===== src/rtl/pipe_hazard_if.sv =====
// Hazard-controller bundle: pipeline status in (driven by the master/pipeline side)
// and stage-register controls plus status counters out (driven by the slave/controller).
interface pipe_hazard_if #(
  parameter int REG_ADDR = 4
);
  logic [REG_ADDR-1:0] id_rs1;
  logic [REG_ADDR-1:0] id_rs2;
  logic                id_use_rs1;
  logic                id_use_rs2;
  logic [REG_ADDR-1:0] exe_rd;
  logic                exe_load;
  logic                branch_taken;
  logic                mem_access;
  logic                mem_ready;
  logic                pc_en;
  logic                ifid_stop;
  logic                ifid_flush;
  logic                idexe_hold;
  logic                idexe_bubble;
  logic                exemem_hold;
  logic                mem_err;
  logic [15:0]         stall_cnt;
  logic [15:0]         flush_cnt;
  logic [1:0]          state;

  modport master (
    output id_rs1, id_rs2, id_use_rs1, id_use_rs2, exe_rd, exe_load,
           branch_taken, mem_access, mem_ready,
    input  pc_en, ifid_stop, ifid_flush, idexe_hold, idexe_bubble,
           exemem_hold, mem_err, stall_cnt, flush_cnt, state
  );

  modport slave (
    input  id_rs1, id_rs2, id_use_rs1, id_use_rs2, exe_rd, exe_load,
           branch_taken, mem_access, mem_ready,
    output pc_en, ifid_stop, ifid_flush, idexe_hold, idexe_bubble,
           exemem_hold, mem_err, stall_cnt, flush_cnt, state
  );
endinterface


===== src/rtl/pipe_hazard_ctrl.sv =====
// Pipeline sequencing controller for the 4-stage core: load-use stalls, branch
// squashing and data-memory wait freezes, with saturating stall/flush statistics.
module pipe_hazard_ctrl #(
  parameter int REG_ADDR     = 4,
  parameter int FLUSH_CYCLES = 2,
  parameter int MEM_TIMEOUT  = 255
) (
  input logic         clk,
  input logic         rst,
  pipe_hazard_if.slave bus
);

  typedef enum logic [1:0] {
    RUN      = 2'd0,
    FLUSH    = 2'd1,
    MEM_WAIT = 2'd2
  } state_t;

  localparam logic [2:0] FLUSH_LAST = 3'(FLUSH_CYCLES - 1);
  localparam logic [7:0] WAIT_LIMIT = 8'(MEM_TIMEOUT);

  state_t      cur_state, next_state;
  logic [2:0]  flush_ctr, flush_ctr_nxt;
  logic [7:0]  wait_ctr, wait_ctr_nxt;
  logic        mem_err_q;
  logic [15:0] stall_cnt_q, flush_cnt_q;

  logic lu, mw, timeout;
  logic stall_inc, flush_inc, err_set;
  logic pc_en, ifid_stop, ifid_flush, idexe_hold, idexe_bubble, exemem_hold;

  assign lu = bus.exe_load &&
              ((bus.id_use_rs1 && (bus.id_rs1 == bus.exe_rd)) ||
               (bus.id_use_rs2 && (bus.id_rs2 == bus.exe_rd)));
  assign mw      = bus.mem_access && !bus.mem_ready;
  assign timeout = (wait_ctr == WAIT_LIMIT);

  // The flush counter stays frozen (non-zero) across a wait entered from FLUSH,
  // so it doubles as the record of which state to resume after the wait.
  always_comb begin
    next_state    = cur_state;
    flush_ctr_nxt = flush_ctr;
    wait_ctr_nxt  = wait_ctr;
    stall_inc     = 1'b0;
    flush_inc     = 1'b0;
    err_set       = 1'b0;
    pc_en         = 1'b1;
    ifid_stop     = 1'b0;
    ifid_flush    = 1'b0;
    idexe_hold    = 1'b0;
    idexe_bubble  = 1'b0;
    exemem_hold   = 1'b0;

    unique case (cur_state)
      RUN, FLUSH: begin
        if (mw) begin
          pc_en        = 1'b0;
          ifid_stop    = 1'b1;
          idexe_hold   = 1'b1;
          exemem_hold  = 1'b1;
          next_state   = MEM_WAIT;
          wait_ctr_nxt = 8'd1;
          stall_inc    = 1'b1;
        end else if (bus.branch_taken) begin
          ifid_flush   = 1'b1;
          idexe_bubble = 1'b1;
          flush_inc    = 1'b1;
          if (FLUSH_CYCLES > 1) begin
            next_state    = FLUSH;
            flush_ctr_nxt = 3'd1;
          end else begin
            next_state    = RUN;
            flush_ctr_nxt = 3'd0;
          end
        end else if (cur_state == FLUSH) begin
          ifid_flush = 1'b1;
          if (flush_ctr == FLUSH_LAST) begin
            next_state    = RUN;
            flush_ctr_nxt = 3'd0;
          end else begin
            flush_ctr_nxt = flush_ctr + 3'd1;
          end
        end else if (lu) begin
          pc_en        = 1'b0;
          ifid_stop    = 1'b1;
          idexe_bubble = 1'b1;
          stall_inc    = 1'b1;
        end
      end

      MEM_WAIT: begin
        if (mw && !timeout) begin
          pc_en        = 1'b0;
          ifid_stop    = 1'b1;
          idexe_hold   = 1'b1;
          exemem_hold  = 1'b1;
          wait_ctr_nxt = wait_ctr + 8'd1;
          stall_inc    = 1'b1;
        end else begin
          // Release cycle: still-pending mw here can only mean a timeout.
          err_set      = mw;
          wait_ctr_nxt = 8'd0;
          next_state   = (flush_ctr != 3'd0) ? FLUSH : RUN;
          if (bus.branch_taken) begin
            ifid_flush   = 1'b1;
            idexe_bubble = 1'b1;
            flush_inc    = 1'b1;
            if (FLUSH_CYCLES > 1) begin
              next_state    = FLUSH;
              flush_ctr_nxt = 3'd1;
            end else begin
              next_state    = RUN;
              flush_ctr_nxt = 3'd0;
            end
          end else if (lu) begin
            pc_en        = 1'b0;
            ifid_stop    = 1'b1;
            idexe_bubble = 1'b1;
            stall_inc    = 1'b1;
          end
        end
      end

      default: begin
        next_state    = RUN;
        flush_ctr_nxt = 3'd0;
        wait_ctr_nxt  = 8'd0;
      end
    endcase

    if (!rst) begin
      pc_en        = 1'b0;
      ifid_stop    = 1'b0;
      ifid_flush   = 1'b1;
      idexe_hold   = 1'b0;
      idexe_bubble = 1'b1;
      exemem_hold  = 1'b0;
    end
  end

  always_ff @(posedge clk or negedge rst) begin
    if (!rst) begin
      cur_state   <= RUN;
      flush_ctr   <= 3'd0;
      wait_ctr    <= 8'd0;
      mem_err_q   <= 1'b0;
      stall_cnt_q <= 16'd0;
      flush_cnt_q <= 16'd0;
    end else begin
      cur_state <= next_state;
      flush_ctr <= flush_ctr_nxt;
      wait_ctr  <= wait_ctr_nxt;
      if (err_set)
        mem_err_q <= 1'b1;
      if (stall_inc && (stall_cnt_q != 16'hFFFF))
        stall_cnt_q <= stall_cnt_q + 16'd1;
      if (flush_inc && (flush_cnt_q != 16'hFFFF))
        flush_cnt_q <= flush_cnt_q + 16'd1;
    end
  end

  assign bus.pc_en        = pc_en;
  assign bus.ifid_stop    = ifid_stop;
  assign bus.ifid_flush   = ifid_flush;
  assign bus.idexe_hold   = idexe_hold;
  assign bus.idexe_bubble = idexe_bubble;
  assign bus.exemem_hold  = exemem_hold;
  assign bus.mem_err      = mem_err_q;
  assign bus.stall_cnt    = stall_cnt_q;
  assign bus.flush_cnt    = flush_cnt_q;
  assign bus.state        = cur_state;

endmodule


===== src/flat_wrapper.sv =====
// flat-port wrapper written by rule: the top's interface ports become plain ports
module pipe_hazard_ctrl_flat 
#(
  parameter int REG_ADDR     = 4,
  parameter int FLUSH_CYCLES = 2,
  parameter int MEM_TIMEOUT  = 255
)
  (clk, rst, bus_id_rs1, bus_id_rs2, bus_id_use_rs1, bus_id_use_rs2, bus_exe_rd, bus_exe_load, bus_branch_taken, bus_mem_access, bus_mem_ready, bus_pc_en, bus_ifid_stop, bus_ifid_flush, bus_idexe_hold, bus_idexe_bubble, bus_exemem_hold, bus_mem_err, bus_stall_cnt, bus_flush_cnt, bus_state);
  pipe_hazard_if #(.REG_ADDR(REG_ADDR)) bus_i ();
  input logic clk;
  input logic rst;
  input wire logic [$bits(bus_i.id_rs1)-1:0] bus_id_rs1;
  input wire logic [$bits(bus_i.id_rs2)-1:0] bus_id_rs2;
  input wire logic [$bits(bus_i.id_use_rs1)-1:0] bus_id_use_rs1;
  input wire logic [$bits(bus_i.id_use_rs2)-1:0] bus_id_use_rs2;
  input wire logic [$bits(bus_i.exe_rd)-1:0] bus_exe_rd;
  input wire logic [$bits(bus_i.exe_load)-1:0] bus_exe_load;
  input wire logic [$bits(bus_i.branch_taken)-1:0] bus_branch_taken;
  input wire logic [$bits(bus_i.mem_access)-1:0] bus_mem_access;
  input wire logic [$bits(bus_i.mem_ready)-1:0] bus_mem_ready;
  output wire logic [$bits(bus_i.pc_en)-1:0] bus_pc_en;
  output wire logic [$bits(bus_i.ifid_stop)-1:0] bus_ifid_stop;
  output wire logic [$bits(bus_i.ifid_flush)-1:0] bus_ifid_flush;
  output wire logic [$bits(bus_i.idexe_hold)-1:0] bus_idexe_hold;
  output wire logic [$bits(bus_i.idexe_bubble)-1:0] bus_idexe_bubble;
  output wire logic [$bits(bus_i.exemem_hold)-1:0] bus_exemem_hold;
  output wire logic [$bits(bus_i.mem_err)-1:0] bus_mem_err;
  output wire logic [$bits(bus_i.stall_cnt)-1:0] bus_stall_cnt;
  output wire logic [$bits(bus_i.flush_cnt)-1:0] bus_flush_cnt;
  output wire logic [$bits(bus_i.state)-1:0] bus_state;
  assign bus_i.id_rs1 = bus_id_rs1;
  assign bus_i.id_rs2 = bus_id_rs2;
  assign bus_i.id_use_rs1 = bus_id_use_rs1;
  assign bus_i.id_use_rs2 = bus_id_use_rs2;
  assign bus_i.exe_rd = bus_exe_rd;
  assign bus_i.exe_load = bus_exe_load;
  assign bus_i.branch_taken = bus_branch_taken;
  assign bus_i.mem_access = bus_mem_access;
  assign bus_i.mem_ready = bus_mem_ready;
  assign bus_pc_en = bus_i.pc_en;
  assign bus_ifid_stop = bus_i.ifid_stop;
  assign bus_ifid_flush = bus_i.ifid_flush;
  assign bus_idexe_hold = bus_i.idexe_hold;
  assign bus_idexe_bubble = bus_i.idexe_bubble;
  assign bus_exemem_hold = bus_i.exemem_hold;
  assign bus_mem_err = bus_i.mem_err;
  assign bus_stall_cnt = bus_i.stall_cnt;
  assign bus_flush_cnt = bus_i.flush_cnt;
  assign bus_state = bus_i.state;
  pipe_hazard_ctrl #(.REG_ADDR(REG_ADDR), .FLUSH_CYCLES(FLUSH_CYCLES), .MEM_TIMEOUT(MEM_TIMEOUT)) u_core (.clk(clk), .rst(rst), .bus(bus_i));
endmodule

===== config.mk =====
export PLATFORM = sky130hd
export DESIGN_NAME = pipe_hazard_ctrl_flat
export DESIGN_NICKNAME = d
export VERILOG_FILES = /design/src/rtl/pipe_hazard_if.sv /design/src/rtl/pipe_hazard_ctrl.sv /design/src/flat_wrapper.sv
export SDC_FILE = /design/constraint.sdc
export NUM_CORES = 1
export LEC_CHECK = 0
export ABC_AREA = 1
export CAP_MARGIN = 30
export CORE_ASPECT_RATIO = 1.25
export CORE_MARGIN = 2
export CORE_UTILIZATION = 50
export DETAILED_ROUTE_END_ITERATION = 7
export MAX_ROUTING_LAYER = met4
export PLACE_DENSITY = 0.79
export SYNTH_ARGS = -nofsm -noshare
export SYNTH_HDL_FRONTEND = slang
export SYNTH_SLANG_ARGS = --single-unit

===== constraint.sdc =====
create_clock -name clk -period 2.8 [get_ports clk]
set_input_delay 0.84 -clock clk [delete_from_list [all_inputs] [get_ports clk]]
set_output_delay 0.84 -clock clk [all_outputs]
set_load 0.005 [all_outputs]

* Word-level counts from Yosys, hierarchy flattened
Cells that the tools add are included.
** Operators by class
- Order comparisons :: 0
- Equal/unequal tests :: 15
- Mux-type cells :: 55
- Reductions and logical operators :: 15
- Shift-type cells :: 0
- $mul :: 0
- Divide/modulo/power cells :: 0
- Add/sub/neg operators :: 4
- Bitwise logic cells :: 0
** Operator list (number)
- adder 16 x 1 -> 16 bit (second input constant) :: 2
- 2-to-1 mux 1 bit :: 32
- inequality test 16 bit (second input constant) :: 2
- 2-to-1 mux 3 bit :: 6
- 2-to-1 mux 8 bit :: 2
- case mux 8 bit (2 select lines) :: 1
- 2-to-1 mux 2 bit :: 6
- case mux 1 bit (2 select lines) :: 6
- adder 8 x 1 -> 8 bit (second input constant) :: 1
- == test 4 bit :: 2
- == test 8 bit (second input constant) :: 1
- inequality test 4 x 2 -> 1 bit (second input constant) :: 2
- logical AND 1 bit :: 7
- inequality test 2 bit (second input constant) :: 3
- case mux 3 bit (2 select lines) :: 1
- case mux 2 bit (2 select lines) :: 1
- AND reduction 4 bit :: 1
- adder 3 x 1 -> 3 bit (second input constant) :: 1
- == test 3 x 1 -> 1 bit (second input constant) :: 1
- inequality test 3 x 2 -> 1 bit (second input constant) :: 1
- AND reduction 3 bit :: 1
- nonzero test 3 bit :: 1
- == test 2 x 1 -> 1 bit (second input constant) :: 1
- == test 2 bit (second input constant) :: 1
- other kinds (5) :: 6
** Storage, ports and cells
- Bits of input ports :: 20
- Bits in read-only memories :: 0
- Output and inout bits :: 41
- Word-level logic and storage cells :: 95
- Latch bits :: 0
- Bits in registers :: 46
- Memories kept :: 0
- RAM bits :: 0

* Depth between registers and ports, before layout
Gate-level depths: netlist of the first run.
- Word-level depth :: 10
- Gate-level depth with buffers :: 12
- Gate-level depth less buffers :: 11

* Worst setup path before layout of the first run
Ideal clock, no wire load.
- Path kind :: input port to output port
- Start :: in bus_mem_access
- End :: out bus_idexe_hold
- Arrival time :: 1.906 ns
- Path buffers :: 1
- Cell stages on the path :: 9
- Slack :: 0.054 ns
- Required time :: 1.960 ns
- Cells stage by stage :: inv_1 > nor2_1 > inv_1 > nor2_1 > nand2_1 > o21ai_0 > inv_1 > nor2_1 > buf_4
** Between the ends
- Word-level cells in the longest chain between the ends :: 5
- Elaborated cells on any way between the ends :: 6
- Classes of those cells :: mux (4); reduce/logical (2)
** Ends and longest elaborated chain
- start: declaration :: line flat_wrapper.sv:19 : input wire logic [$bits(bus_i.mem_access)-1:0] bus_mem_access;
- logical AND 1 bit * :: line pipe_hazard_ctrl.sv:35 : assign mw = bus.mem_access && !bus.mem_ready;
- logical AND 1 bit :: line pipe_hazard_ctrl.sv:92 : if (mw && !timeout) begin
- 2-to-1 mux 1 bit
- case mux 1 bit (2 select lines) *
- 2-to-1 mux 1 bit *
- end: declaration :: line flat_wrapper.sv:24 : output wire logic [$bits(bus_i.idexe_hold)-1:0] bus_idexe_hold;
Every way passes the cells marked *; elsewhere a longest branch is shown, timed or not.

* Final worst setup path of the first run
- Start :: reg u_core.wait_ctr[1]
- End :: out bus_pc_en
** Between the ends
- Word-level cells in the longest chain between the ends :: 6
** Ends and longest elaborated chain
- start: declaration :: line pipe_hazard_ctrl.sv:24 : logic [7:0] wait_ctr, wait_ctr_nxt;
- start signal: assignment :: line pipe_hazard_ctrl.sv:152 : wait_ctr <= wait_ctr_nxt;
- == test 8 bit :: line pipe_hazard_ctrl.sv:36 : assign timeout = (wait_ctr == WAIT_LIMIT);
- zero test 1 bit :: line pipe_hazard_ctrl.sv:92
- logical AND 1 bit :: line pipe_hazard_ctrl.sv:92
- 2-to-1 mux 1 bit :: line pipe_hazard_ctrl.sv:92
- case mux 1 bit (2 select lines) :: line pipe_hazard_ctrl.sv:54 : unique case (cur_state)
- 2-to-1 mux 1 bit :: line pipe_hazard_ctrl.sv:131 : if (!rst) begin
- end: declaration :: line flat_wrapper.sv:21 : output wire logic [$bits(bus_i.pc_en)-1:0] bus_pc_en;
No other way between the ends.

==> impl_metrics.toml, run 1 <==
[yosys]
synth-async-reset-ratio = 1.00
yosysMostFrequentCell = "nand2_1"
synth-edff-count = 0
synthTopCellsByCount = "nand2_1 (107), inv_1 (47), dfrtp_1 (46)"
syn_inst = 386
synth_cell_types = 28
syn-num-nets = 409
syn_area_sq_um = 2880
synth_warnings = 0
synth.top_cell.area_share = 0.400
ys_seq_elements = 46
ys.flop_type = "dfrtp_1"
synth_area_per_cell_sq_um = 7.45
netlist_top_cells_area = "dfrtp_1 (40%), nand2_1 (14%), xor2_1 (6.4%), inv_1 (6.1%), nand4_1 (5.7%)"
seq_area_frac_synth = 0.400
yosys.area.top_type = "dfrtp_1"

[clock_network]
cts_tree = "built"
htree_levels = 2
cts_hold_buf = 0
clk_pin_slew_ns = 0.09
cts_buffer_depth = 2
root_buffer = "clkbuf_8"
cts_buffers = 5
insertion_delay_ns = 0.30
clock-sinks = 46

[grt]
grt_max_degree = 26
overflow = 0
antenna_found_initial = 0
grt_pass1_wl_mm = 11.8
grt_pass1_vias = 2768
grt_usage = 0.240

[flow_run]
maxCapViolCount = 0

[pwr]
vdd_drop_max_uv = 326
power.total_mw = 2.23
power.share.switching = 0.346
powerDensity_nw_per_um2 = 563
switching_power_mw = 0.770
combPwrFrac = 0.358
internal_power_mw = 1.46
p_leak_nw = 1.86
seq_power_share = 0.416
pwr-share-clk = 0.227

[sta]
skew_ns = 0.00955
rsz0062_at_grt = "yes"
max-slew-margin-rel = 0.574
slew_violations = 0
worst_hold_slack_ns = 0.363
tightest_slew_ns = 0.639
fin_tns_setup_ns = 0
fmax_mhz = 364
period_minus_slack_ns = 2.74
setup_viol = 0
post-route-period-util = 0.980
hold_violations = 0

[run_status]
status = "finished clean"

[drt]
firstDrtPassIters = 4
finalWirelength_mm = 7.29
via_count = 2908
drtIter0Drc = 192
vias_per_cell = 5.32
drt-wirelength-per-cell_um = 13.3
ant_nets = 0
drc = 0

[min_path]
hold_class = "in2async"

[cells_and_area]
final_layout_size_suffix_gt1_frac = 0.215
final_core_util = 0.721
antenna_cells = 0
nNetsFinal = 505
area_delta_synth_final_pct = 37.5

[place]
portBuffers = 60
place.gp.congestion = 0.903
hpwl_mm = 5.08

[critical_path]
r2r_cells = 13
cp-start-kind = "flop"
worst_r2r_startpoint = "u_core.wait_ctr[1]$_DFFE_PN0P_"
worst-endpoint-arrival_ns = 1.90
end_kind = "primary output"
r2r_end = "u_core.flush_ctr[1]$_DFFE_PN0P_"
worstPathMaxFanout = 3
ff2ff_setup_slack_ns = 0.41
required_ns = 1.96
crit_type = "reg2out"

[die]
fp-row-count = 30
design.die.area_sq_um = 6380
initial_core_util = 0.525
die_w_um = 71.8
die_h_um = 88.8
ioPinCount = 61
core_sq_um = 5480
state kept, by name, summed over array words and instances (netlist names):
register and flops:
u_core.bus.state 2, u_core.bus.stall_cnt 16, u_core.flush_ctr 3, u_core.bus.flush_cnt 16, u_core.wait_ctr 8, u_core.bus.mem_err 1
metrics by stage:
step	setup WS (ns)	instance area [sq um]	instances
floorplan	0.0544	2880	386
global placement	-0.786	3700	528
detailed placement	-0.808	3700	528
CTS	-0.00705	3860	544
global route	-0.0317	3950	547
finish	0.0551	3950	547
per-layer routing:
metal  global-route usage  part of all wire  vias up
li1                     -                 -     1442
met1                0.278              0.43     1404
met2                0.431              0.53       56
met3               0.0296             0.030        6
met4               0.0755             0.014        0
met5                    -                 0        -
layout make-up:
class	instances	area, sq um
Fill cell	455	1530
Timing Repair Buffer	100	851
Clock buffer	5	68.8
Multi-Input combinational cell	282	1580
Inverter	47	184
Tap cell	64	80.1
Sequential cell	46	1150
Clock inverter	3	43.8
cell families (layout without fill, tap and decap cells):
group,count (synthesis),count (layout),share of synthesized area
AND/OR/NAND/NOR,209,209,0.325
buffers and inverters,58,155,0.0866
flip-flops,46,46,0.400
XOR/XNOR,36,36,0.110
AO/OA/AOI/OAI,34,34,0.0652
adder cells (fa/ha/maj),3,3,0.0131
how the worst max path moves through the flow:
stage | slack (ns) | cells past startpoint | to | startpoint
floorplan | 0.05 | 9 | bus_idexe_hold | bus_mem_access
global placement | -0.79 | 10 | bus_exemem_hold | bus_mem_access
detailed placement | -0.81 | 12 | bus_ifid_stop | bus_exe_rd[0]
CTS | -0.007 | 11 | bus_ifid_stop | bus_id_rs1[2]
global route | -0.03 | 12 | bus_pc_en | bus_exe_rd[3]
finish | 0.06 | 10 | bus_pc_en | u_core.wait_ctr[1]$_DFFE_PN0P_
critical path, stage by stage (launching register included):
cell,delay (ns)
dfrtp_1,0.40
ha_1,0.19
nand2_1,0.09
nor2_2,0.13
nand4_1,0.19
a21oi_2,0.22
nand2_2,0.08
nand2_2,0.08
nand2_1,0.06
inv_1,0.06
buf_2,0.10
timing repair:
item / in CTS / in global routing
gates cloned: 0 / 0
pin swaps: 28 / 27
setup buffers: 9 / 3
resized for setup: 102 / 30
setup endpoints to repair: 6 / 6
power by group through the flow:
stage	Clock [mW]	Sequential [mW]	Combinational, mW
6_report	0.505	0.925	0.796
5_1_grt	0.532	0.945	0.885
4_1_cts	0.513	0.925	0.781
3_5_place_dp	0	0.938	0.761
3_3_place_gp	0	0.932	0.740
2_1_floorplan	0	0.920	0.374
cell usage in the layout, fill, tap and decap left out, types with 4 or more instances in the layout:
| master | instances |
|---|---|
| o21ai_0 | 22 |
| nand4_1 | 26 |
| nor2_1 | 29 |
| buf_4 | 37 |
| a21oi_1 | 5 |
| nor2_2 | 5 |
| inv_1 | 41 |
| nor3_1 | 9 |
| clkbuf_8 | 5 |
| nand2_1 | 98 |
| nand3_1 | 18 |
| buf_6 | 9 |
| buf_2 | 12 |
| nor4_1 | 5 |
| nand2_2 | 9 |
| nor2_4 | 4 |
| xnor2_1 | 15 |
| clkdlybuf4s50_1 | 35 |
| dfrtp_1 | 46 |
| xor2_1 | 21 |
Note: power is estimated with default switching activity, not from simulation.
==> run 2: changes to the inputs <==
--- a/config.mk
+++ b/config.mk
@@ -10,6 +10,7 @@
 export CORE_ASPECT_RATIO = 1.25
 export CORE_MARGIN = 2
 export CORE_UTILIZATION = 50
+export CTS_BUF_LIST = sky130_fd_sc_hd__clkbuf_2
 export DETAILED_ROUTE_END_ITERATION = 7
 export MAX_ROUTING_LAYER = met4
 export PLACE_DENSITY = 0.79
==> run 2 against run 1 <==
Clock skew is 0.012 ns higher; routed wire length is 1.0% higher; worst hold slack worse by 0.17 ns; fmax is 2.8% lower; critical path type unchanged; largest power group unchanged; setup slack worse by 0.079 ns; die area stayed put; the run now ends with negative setup slack left.
==> impl_metrics.toml, run 2 (synthesized netlist as in run 1, its figures left out) <==
[run_status]
status = "finished with violations"
violations = "negative setup slack"

[drt]
vias_per_cell = 5.29
drtIter0Drc = 113
drt-wirelength-per-cell_um = 13.3
drc = 0
ant_nets = 0
wl_met1_mm = 3.11
via_count = 2926
wl_met3_um = 237
dr.max_layer_used = "met4"
finalWirelength_mm = 7.36
met2_length_mm = 3.90
firstDrtPassIters = 4

[place]
dp_cells = 528
portBuffers = 60
place.gp.congestion = 0.903
post-place-ws_ns = -0.808
hpwl_mm = 5.08

[sta]
fmax_mhz = 354
rsz0062_at_grt = "yes"
slew_violations = 0
setup_slack_ns = -0.0236
skew_ns = 0.0220
setup_viol = 3
tightest_slew_ns = 0.650
hold_violations = 0
max-slew-margin-rel = 0.567
post-route-period-util = 1.01
period_minus_slack_ns = 2.82

[critical_path]
end_kind = "primary output"
worst-endpoint-arrival_ns = 1.98
crit_type = "reg2out"
required_ns = 1.96
cp-start-kind = "flop"
worstPathMaxFanout = 3

[cells_and_area]
antenna_cells = 0
final_core_util = 0.718
final_layout_size_suffix_gt1_frac = 0.219
final_cell_mix = "nand2_1 (99), dfrtp_1 (46), inv_1 (42), buf_4 (41), clkdlybuf4s50_1 (37)"
fill_cells = 465
final_common_cell = "nand2_1"
multiInputGateArea_sq_um = 1570
register_area_sq_um = 1150
fin_cells = 553
nNetsFinal = 511
area_delta_synth_final_pct = 36.8

[die]
initial_core_util = 0.525
die_h_um = 88.8
core_sq_um = 5480
die_w_um = 71.8
ioPinCount = 61
fp-row-count = 30
design.die.area_sq_um = 6380

[clock_network]
htree_levels = 2
root_buffer = "clkbuf_2"
cts_buffer_depth = 2
clk_pin_slew_ns = 0.24
cts_buffers = 5
cts_hold_buf = 0
insertion_delay_ns = 0.43
clock-sinks = 46
cts_tree = "built"

[grt]
grt_max_degree = 26
grt_pass1_vias = 2845
overflow = 0
grt_usage = 0.242
grt_pass1_wl_mm = 12.1
antenna_found_initial = 0

[pwr]
seq_power_share = 0.439
switching_power_mw = 0.762
pwr-share-clk = 0.181
powerDensity_nw_per_um2 = 536
internal_power_mw = 1.35
p_leak_nw = 1.87
power.share.switching = 0.361
combPwrFrac = 0.380
vdd_drop_max_uv = 333

[min_path]
hold_class = "in2async"

[flow_run]
maxCapViolCount = 0
run 2: cell count changes in the layout (fill, tap and decap cells not counted), moves of 2 or more:
cell and change:
clkbuf_2 +5, clkbuf_8 -5, buf_4 +4, buf_2 +3, clkdlybuf4s50_1 +2, nand2_2 -2
run 2: critical path: stages, from the launching register on:
cell	delay, ns
dfrtp_1	0.44
ha_2	0.20
nand2_2	0.07
nor2_2	0.12
nand4_1	0.16
a21oi_2	0.19
nand2_2	0.07
nand2_2	0.08
nand2_1	0.06
inv_1	0.06
buf_2	0.10
run 2: final timing paths:
check | startpoint | endpoint | slack, ns | depth (start not counted)
hold reg to reg | u_core.bus.mem_err$_DFFE_PN0P_ | u_core.bus.mem_err$_DFFE_PN0P_ | 0.53 | 1
min in group clk | u_core.bus.mem_err$_DFFE_PN0P_ | u_core.bus.mem_err$_DFFE_PN0P_ | 0.53 | 1
hold / removal | rst | u_core.flush_ctr[2]$_DFFE_PN0P_ | 0.20 | 1
setup / recovery | u_core.wait_ctr[1]$_DFFE_PN0P_ | bus_pc_en | -0.02 | 10
setup reg to reg | u_core.wait_ctr[1]$_DFFE_PN0P_ | u_core.flush_ctr[1]$_DFFE_PN0P_ | 0.47 | 13
max in group asynchronous | rst | u_core.wait_ctr[3]$_DFFE_PN0P_ | 2.03 | 3
run 2: what timing repair did:
item                                    4_1_cts  5_1_grt
pin swaps                                    24       24
endpoints found under the setup margin        6        6
setup buffers                                11        6
resized for setup                            97       29
run 2: cell type report:
class,count,share of cell area
clock buffer,5,0.00636
clock inverter,3,0.0111
inverter,47,0.0467
multi-input combinational,282,0.400
sequential,46,0.293
tap,64,0.0203
timing repair buffer,106,0.223
run 2: through the flow:
stage,TNS [ns],hold slack [ns],power [mW],instance area [sq um]
2_1_floorplan,0,0.468,1.29,2880
3_3_place_gp,-4.38,0.473,1.67,3700
3_5_place_dp,-4.46,0.470,1.70,3700
4_1_cts,-0.0214,0.192,2.10,3820
5_1_grt,-0.444,0.182,2.24,3940
6_report,-0.0314,0.195,2.11,3940
run 2: metal layers:
layer | vias up | GRT usage
li1 | 1459 | -
met1 | 1397 | 0.277
met2 | 61 | 0.440
met3 | 9 | 0.0319
met4 | 0 | 0.0755
met5 | - | -
run 2: power by group through the flow:
stage | sequential (mW) | combinational (mW) | clock (mW)
5_1_grt | 0.944 | 0.893 | 0.402
6_report | 0.925 | 0.801 | 0.382
4_1_cts | 0.924 | 0.783 | 0.390
2_1_floorplan | 0.920 | 0.374 | 0
3_5_place_dp | 0.938 | 0.761 | 0
3_3_place_gp | 0.932 | 0.740 | 0
